$ cat config.mk
export PLATFORM = sky130hd
export DESIGN_NAME = prog_sequencer
export DESIGN_NICKNAME = d
export VERILOG_FILES = /design/src/rtl/prog_sequencer.sv
export SDC_FILE = /design/constraint.sdc
export NUM_CORES = 1
export LEC_CHECK = 0
export BUFFER_PORTS_ARGS = -buffer_cell sky130_fd_sc_hd__buf_4
export CAP_MARGIN = 20
export CORE_UTILIZATION = 45
export CTS_BUF_LIST = sky130_fd_sc_hd__clkbuf_16
export DETAILED_ROUTE_END_ITERATION = 12
export GPL_ROUTABILITY_DRIVEN = 0
export MAX_ROUTING_LAYER = met4
export SKIP_LAST_GASP = 1
export SLEW_MARGIN = 25
export SYNTH_ARGS = -nofsm -noshare
export SYNTH_HDL_FRONTEND = slang
export SYNTH_SLANG_ARGS = --single-unit
$ cat constraint.sdc
create_clock -name clk -period 6.5 [get_ports clk]
set_input_delay 1.3 -clock clk [delete_from_list [all_inputs] [get_ports clk]]
set_output_delay 1.3 -clock clk [all_outputs]
set_load 0.01 [all_outputs]
$ cat src/rtl/prog_sequencer.sv
// -----------------------------------------------------------------------------
// prog_sequencer
//
// Program buffer and instruction scheduler in front of cpu_core. A program is
// loaded as 4-bit nibbles (MSB nibble first) and assembled into 16-bit words
// stored in a DEPTH-entry buffer. Instructions are issued one at a time: each
// issue presents {opcode, instr} and pulses inst_done, then the block waits for
// the core's core_done pulse before advancing pc. Runs single-step or auto-run,
// guarded by a watchdog that parks the block in HALT with a sticky error.
//
// Handshake: inst_done is a one-cycle "instruction available" strobe; opcode
// and instr are valid in that cycle and hold until the next issue. The core
// answers with a one-cycle core_done strobe, which is only accepted in WAIT.
//
// Ports:
//   clk, rst_n          clock (rising edge), asynchronous active-low reset
//   load_valid/nibble   nibble strobe and data, accepted in IDLE when not full
//   clear               empty the program buffer (IDLE only)
//   run                 start auto-run (level, sampled in IDLE)
//   step_edge           issue a single instruction (pulse, sampled in IDLE)
//   stop                abort to IDLE from any state, clears timeout_err
//   core_done           completion pulse from the core
//   opcode, instr       issued instruction bits [15:12] and [11:0]
//   inst_done           one-cycle issue strobe
//   busy                high in ISSUE or WAIT
//   pc                  index of the next or current instruction
//   prog_len, full      number of stored instructions, prog_len == DEPTH
//   timeout_err         sticky watchdog error
// -----------------------------------------------------------------------------
module prog_sequencer #(
    parameter int DEPTH   = 8,
    parameter int TIMEOUT = 64
) (
    input  logic                       clk,
    input  logic                       rst_n,
    input  logic                       load_valid,
    input  logic [3:0]                 load_nibble,
    input  logic                       clear,
    input  logic                       run,
    input  logic                       step_edge,
    input  logic                       stop,
    input  logic                       core_done,
    output logic [3:0]                 opcode,
    output logic [11:0]                instr,
    output logic                       inst_done,
    output logic                       busy,
    output logic [$clog2(DEPTH)-1:0]   pc,
    output logic [$clog2(DEPTH):0]     prog_len,
    output logic                       full,
    output logic                       timeout_err
);

    localparam int AW = $clog2(DEPTH);
    localparam int LW = AW + 1;
    localparam int WW = $clog2(TIMEOUT);

    typedef enum logic [1:0] {
        S_IDLE  = 2'd0,
        S_ISSUE = 2'd1,
        S_WAIT  = 2'd2,
        S_HALT  = 2'd3
    } state_t;

    state_t          state, state_d;
    logic            auto_q, auto_d;
    logic [15:0]     asm_q, asm_d;
    logic [1:0]      cnt_q, cnt_d;
    logic [WW-1:0]   wd_q, wd_d;

    logic [3:0]      opcode_d;
    logic [11:0]     instr_d;
    logic            inst_done_d;
    logic            busy_d;
    logic [AW-1:0]   pc_d;
    logic [LW-1:0]   len_d;
    logic            full_d;
    logic            err_d;

    logic [15:0]     mem [DEPTH];
    logic            mem_we;
    logic [15:0]     mem_wdata;

    // Next pc with wrap at the end of the loaded program.
    logic [LW-1:0]   pc_inc;
    logic            wrap;
    logic [AW-1:0]   pc_next;

    assign pc_inc  = {1'b0, pc} + LW'(1);
    assign wrap    = (pc_inc == prog_len);
    assign pc_next = wrap ? '0 : pc_inc[AW-1:0];
    assign mem_wdata = {asm_q[11:0], load_nibble};

    // Next-state and next-output logic.
    always_comb begin
        state_d     = state;
        auto_d      = auto_q;
        asm_d       = asm_q;
        cnt_d       = cnt_q;
        wd_d        = wd_q;
        opcode_d    = opcode;
        instr_d     = instr;
        inst_done_d = 1'b0;
        busy_d      = busy;
        pc_d        = pc;
        len_d       = prog_len;
        err_d       = timeout_err;
        mem_we      = 1'b0;

        if (stop) begin
            state_d = S_IDLE;
            busy_d  = 1'b0;
            err_d   = 1'b0;
            // Only an abort from IDLE discards a half-assembled word.
            if (state == S_IDLE) begin
                cnt_d = '0;
                asm_d = '0;
            end
        end else begin
            case (state)
                S_IDLE: begin
                    if (clear) begin
                        len_d = '0;
                        pc_d  = '0;
                        cnt_d = '0;
                        asm_d = '0;
                    end else begin
                        if (load_valid && !full) begin
                            asm_d = mem_wdata;
                            cnt_d = cnt_q + 2'd1;
                            if (cnt_q == 2'd3) begin
                                mem_we = 1'b1;
                                len_d  = prog_len + LW'(1);
                            end
                        end
                        if ((prog_len != '0) && (run || step_edge)) begin
                            state_d               = S_ISSUE;
                            auto_d                = run;
                            {opcode_d, instr_d}   = mem[pc];
                            inst_done_d           = 1'b1;
                            busy_d                = 1'b1;
                        end
                    end
                end
                S_ISSUE: begin
                    state_d = S_WAIT;
                    wd_d    = '0;
                end
                S_WAIT: begin
                    if (core_done) begin
                        pc_d = pc_next;
                        if (auto_q && !wrap) begin
                            state_d             = S_ISSUE;
                            {opcode_d, instr_d} = mem[pc_next];
                            inst_done_d         = 1'b1;
                        end else begin
                            state_d = S_IDLE;
                            busy_d  = 1'b0;
                        end
                    end else if (wd_q == WW'(TIMEOUT - 1)) begin
                        state_d = S_HALT;
                        err_d   = 1'b1;
                        busy_d  = 1'b0;
                    end else begin
                        wd_d = wd_q + WW'(1);
                    end
                end
                S_HALT: begin
                    // Parked until stop.
                end
                default: state_d = S_IDLE;
            endcase
        end

        full_d = (len_d == LW'(DEPTH));
    end

    // State and output registers.
    always_ff @(posedge clk or negedge rst_n) begin
        if (!rst_n) begin
            state       <= S_IDLE;
            auto_q      <= 1'b0;
            asm_q       <= '0;
            cnt_q       <= '0;
            wd_q        <= '0;
            opcode      <= '0;
            instr       <= '0;
            inst_done   <= 1'b0;
            busy        <= 1'b0;
            pc          <= '0;
            prog_len    <= '0;
            full        <= 1'b0;
            timeout_err <= 1'b0;
        end else begin
            state       <= state_d;
            auto_q      <= auto_d;
            asm_q       <= asm_d;
            cnt_q       <= cnt_d;
            wd_q        <= wd_d;
            opcode      <= opcode_d;
            instr       <= instr_d;
            inst_done   <= inst_done_d;
            busy        <= busy_d;
            pc          <= pc_d;
            prog_len    <= len_d;
            full        <= full_d;
            timeout_err <= err_d;
        end
    end

    // Program storage; contents are not reset.
    always_ff @(posedge clk) begin
        if (mem_we) begin
            mem[prog_len[AW-1:0]] <= mem_wdata;
        end
    end

endmodule

==> After elaboration in Yosys (flattened, before gate mapping) <==
Memory sizes are Yosys's and may differ from the RTL's.
Index checks and enable logic that the tools add are counted.
{ "totals": {"register_bits": 50, "ram_bits": 128, "inputBits": 12, "output_inout_bits": 27, "elab_cells": 124, "memories": 1} }
{ "memory_table": {"columns": ["memory", "depth", "word_bits", "rd", "rd_ports_with_merged_regs", "write_ports", "line", "rtl"], "rows": [
  ["mem", 8, 16, 2, 0, 1, "79", "logic [15:0] mem [DEPTH];"]
]} }
{ "classes": {"add_sub_neg": 4, "eq_ne": 18, "muxes": 63, "bitwise_logic": 2, "n_reduce_logical": 23} }
{ "op_table": {"columns": ["cell", "n"], "rows": [
  ["2-to-1 mux 12 bit", 9],
  ["2-to-1 mux 4 bit", 9],
  ["one-hot mux 12 bit (2 select lines)", 1],
  ["2-to-1 mux 1 bit", 23],
  ["2-to-1 mux 2 bit", 10],
  ["AND reduction 4 bit", 4],
  ["!= test 2 bit, second input constant", 7],
  ["2-to-1 mux 6 bit", 2],
  ["one-hot mux 6 bit (2 select lines)", 1],
  ["2-to-1 mux 3 bit", 3],
  ["!= test 4 bit, second input constant", 2],
  ["one-hot mux 4 bit (2 select lines)", 1],
  ["nonzero test 2 bit", 4],
  ["nonzero test 4 bit", 2],
  ["adder 6 x 1 -> 6 bit, second input constant", 1],
  ["equality test 6 bit, second input constant", 1],
  ["one-hot mux 2 bit (3 select lines)", 1],
  ["one-hot mux 3 bit (2 select lines)", 1],
  ["AND reduction 6 bit", 1],
  ["nonzero test 3 bit", 2],
  ["AND reduction 5 bit", 1],
  ["adder 3 x 1 -> 4 bit, second input constant", 1],
  ["adder 4 x 1 -> 4 bit, second input constant", 1],
  ["equality test 2 bit, second input constant", 2],
  ["15 further kinds", 20]
]} }

==> Longest topological paths before layout <==
{ "logic_depth": {"word_depth": 8, "depth_mapped": 10} }

==> Worst setup path before layout <==
No wires, ideal clock.
{ "synth_timing": {"path_type": "input -> register", "start": "input stop", "end": "memory mem[1][0], enable pin", "setup_time_ns": 0.409, "t_arrival_ns": 3.131, "required_ns": 6.091, "path_slack_ns": 2.960, "stages": 5, "path_buffers": 1, "path_cell_list": "nor2b_1 > and2_1 > clkbuf_1 > nand3_1 > nor3_1"} }
{ "synth_via": {"elab_chain_len": 3} }
{ "synth_rtl": {"columns": ["item", "line", "rtl"], "rows": [
  ["start, declared", "41", "input logic stop,"],
  ["2-to-1 mux 1 bit", "109", "if (stop) begin"],
  ["2-to-1 mux 1 bit", "212", "if (mem_we) begin"],
  ["2-to-1 mux 1 bit (not written as such)", "213", "mem[prog_len[AW-1:0]] <= mem_wdata;"],
  ["end, declared", "79", null]
]} }
No other way between the ends.

==> Final worst setup path <==
{ "layout_timing": {"start": "register state[0]", "end": "register opcode[3]"} }
{ "layout_via": {"elab_chain_len": 3, "word_cells_on_any_way": 9, "classes_between": "eq/ne (5); mux (1); reduce/logical (3)"} }
{ "layout_rtl": {"columns": ["item", "line", "rtl"], "rows": [
  ["start, declared", "64", "state_t state, state_d;"],
  ["start signal, assigned", "194", "state <= state_d;"],
  ["equality test 2 bit / logical NOT 2 bit (equally long branches)", "119", "case (state)"],
  ["!= test 2 bit (no source line), or another cell as far along", null, null],
  ["AND reduction 6 bit (no source line)", null, null],
  ["end signal, assigned", "199", "opcode <= opcode_d;"],
  ["end, declared", "43", "output logic [3:0] opcode,"]
]} }
Parallel ways exist; a longest one is shown, timed or not.
A chain may end at the register's enable or synchronous reset.

==> results by group <==
Outcome
  • Status: finished, final reports clean

GRT
  • GRT Residual Overflow: 0
  • Vias in the first global route: 5701
  • Antenna violations before repair: 0
  • Largest net degree at the start of global routing: 54
  • Total track usage: 23.4%
  • First-pass GRT wire length: 32.3 mm

Route
  • Via count: 5576
  • Post-route ant nets: 0
  • WL per Instance: 22.5 µm
  • Final WL: 20.7 mm
  • Vias per inst: 6.06
  • DRT Pass-1 Iters: 5
  • Residual DRC count: 0
  • Iter 0 DRT Violations: 471

Timing
  • Max-slew violations: 0
  • Setup TNS Final: 0 ps
  • Slew Limit Headroom: 33.1%
  • Worst Max-Slew Pin Slew: 1000 ps
  • FMAX: 0.296 GHz
  • Final period utilization: 51.9%
  • RSZ-0062 raised after global routing: no
  • Final Hold Viols: 0
  • Tmin final: 3370 ps
  • Final setup viols: 0
  • Setup slack after layout: 3130 ps
  • Final Skew: 11.4 ps

Logic synthesis
  • Synthesized Nets: 665
  • Seq/Total Area, Yosys: 60.0%
  • Asr flop ratio synth: 28.1%
  • Syn Inst Count: 645
  • Synthesis Warnings: 0
  • Yosys reg bits: 178
  • EDFF count, synth: 128
  • Cell taking the most area after synthesis: edfxtp_1
  • Mapped Area: 0.00849 mm²
  • Ranking of synthesized cells by area: edfxtp_1 (45%), dfrtp_1 (15%), mux4_2 (8.5%)
  • Post-synthesis cell type count: 53
  • Syn_area_per_cell: 13.2 µm²
  • Share of the synthesized area in the top cell type: 45.3%
  • Synth Flop Type: edfxtp_1

Finish
  • Share of cells above drive strength 1: 21.3%
  • Commonest non-fill, non-tap cells in the layout: edfxtp_1 (128), nand2_1 (111), buf_4 (55), dfrtp_1 (48)
  • Number of antenna diodes: 0
  • Final nets: 698
  • Most common cell after layout, fill and taps aside: edfxtp_1
  • Area Growth Syn to Fin: 14.0%

Clock tree
  • CTS clk-pin slew, worst paths: 70 ps
  • Htree depth: 4
  • Sink Count: 178
  • Setup bufs post-CTS: 0
  • Worst skew pair latency: 450 ps
  • Post-cts resize count: 0
  • CTS buffer count: 17
  • Clk buf depth: 2
  • Hold_buf cts: 0
  • CTS tree: done
  • Clk root buf: clkbuf_16

Floorplanning
  • Row Count: 49
  • Initial Util: 46.6%
  • Die ar.: 0.0194 mm²
  • Die X-Extent: 139 µm
  • Core ar.: 0.0182 mm²
  • Die Height: 139 µm
  • I/O pin count: 39

Critical path
  • Crit path DAT: 3700 ps
  • CP Class: register to register
  • FF-to-FF Start: state[0]$_DFFE_PN0P_
  • R2R setup slack: 3130 ps
  • Worst Setup End Kind: register
  • R2r worst-path depth: 7
  • CP Launch Type: register
  • Worst reg2reg endpoint: opcode[3]$_DFFE_PN0P_
  • Crit-path max FO: 17
  • CP required: 6830 ps

Place
  • Dpl ws: 2900 ps
  • IO Port Bufs: 38
  • HPWL after DPL: 12.2 mm

Min path
  • Worst hold endpoint: timeout_err$_DFFE_PN0P_
  • Hold depth: 2
  • Min-delay src: timeout_err$_DFFE_PN0P_
  • HP Class: register to register

Job
  • Max-cap violations: 0

Pwr
  • Peak supply drop: 0.205 mV
  • Leak Pwr: 3.51 nW
  • PD cells: 265 mW/mm²
## worst max-delay path, stage by stage, from the launching register on
cell and delay [ps]:
dfrtp_1 410, inv_1 110, ha_1 550, nor2_1 140
a211oi_1 630, nand3_1 860, a22oi_1 450, nand3_1 100
## layer usage
metal	vias to the layer above	GRT usage (%)	routed length, µm	share of wire [%]
met5	-	-	0	0
met4	0	9.82	488	2.4
met3	33	3.89	1020	4.9
met2	166	38.0	10400	50
met1	2873	29.1	8770	42
li1	2504	-	-	-
## cell usage after synthesis, types with 2 or more instances
cell	number
a221o_1	13
nor3_1	13
nor2_1	32
or3_1	2
nand2_1	111
mux2i_1	36
buf_4	2
a211oi_1	3
xnor2_1	4
o21ai_0	16
nor3_2	2
nand2b_1	4
inv_1	9
o211ai_1	15
ha_1	8
nand4_1	3
nor4_1	3
and2_1	3
o31ai_1	4
a21oi_1	7
clkbuf_1	21
a22oi_1	13
a22o_1	4
a221oi_1	2
nand3_1	36
a21o_1	5
buf_2	14
xor2_1	5
mux4_2	32
dfrtp_1	50
o22ai_1	4
mux2_2	15
nor2b_1	3
edfxtp_1	128
a31oi_1	2
buf_6	4
## registers in the layout (all words and copies together), names as in the netlist
signal	flops
asm_q	12
state	2
instr	12
wd_q	6
busy	1
mem	128
prog_len	4
auto_q	1
full	1
opcode	4
cnt_q	2
pc	3
inst_done	1
timeout_err	1
## how the worst max path moves through the flow
stage	cells after the start	from	endpoint	slack (ps)
3_3_place_gp	6	core_done	instr[11]$_DFFE_PN0P_	2930
3_5_place_dp	6	core_done	opcode[3]$_DFFE_PN0P_	2900
2_1_floorplan	5	stop	mem[1][0]$_DFFE_PP_	2960
5_1_grt	7	state[0]$_DFFE_PN0P_	instr[8]$_DFFE_PN0P_	2870
6_report	7	state[0]$_DFFE_PN0P_	opcode[3]$_DFFE_PN0P_	3130
4_1_cts	7	state[0]$_DFFE_PN0P_	opcode[3]$_DFFE_PN0P_	3120
## final cells by class
cell class              instances  area (µm²)
clock buffers                  17         425
clock inverters                15         225
fillers                      1476        8530
inverters                      10        37.5
multi-input cells             415        3170
flip-flops and latches        178        5100
well taps                     229         287
repair buffers                 56         440
## power by group
group	internal (W)	total, W	switching, W
logic	0.0000773	0.000154	0.0000772
registers	0.00125	0.00129	0.0000346
clock network	0.000657	0.00113	0.000470
## logic make-up after synthesis
family	synth area share [%]
compound gates	8.62
mux	14.7
buf+inv	2.95
simple gates	11.1
xor+xnor	1.41
flops	60.0
fa+ha+maj	1.18
## stage by stage
stage               instance area, µm²  cells  hold WS (ps)  power, W  util, %
floorplan                         8490    645           454   0.00137        -
global placement                  9000    887           466   0.00146     49.4
detailed placement                9030    888           492   0.00147     49.6
CTS                               9680    920           507   0.00258     53.2
global route                      9680    920           543   0.00264     53.2
finish                            9680    920           501   0.00257     53.2
No activity file was read; power rests on OpenSTA's default activity.
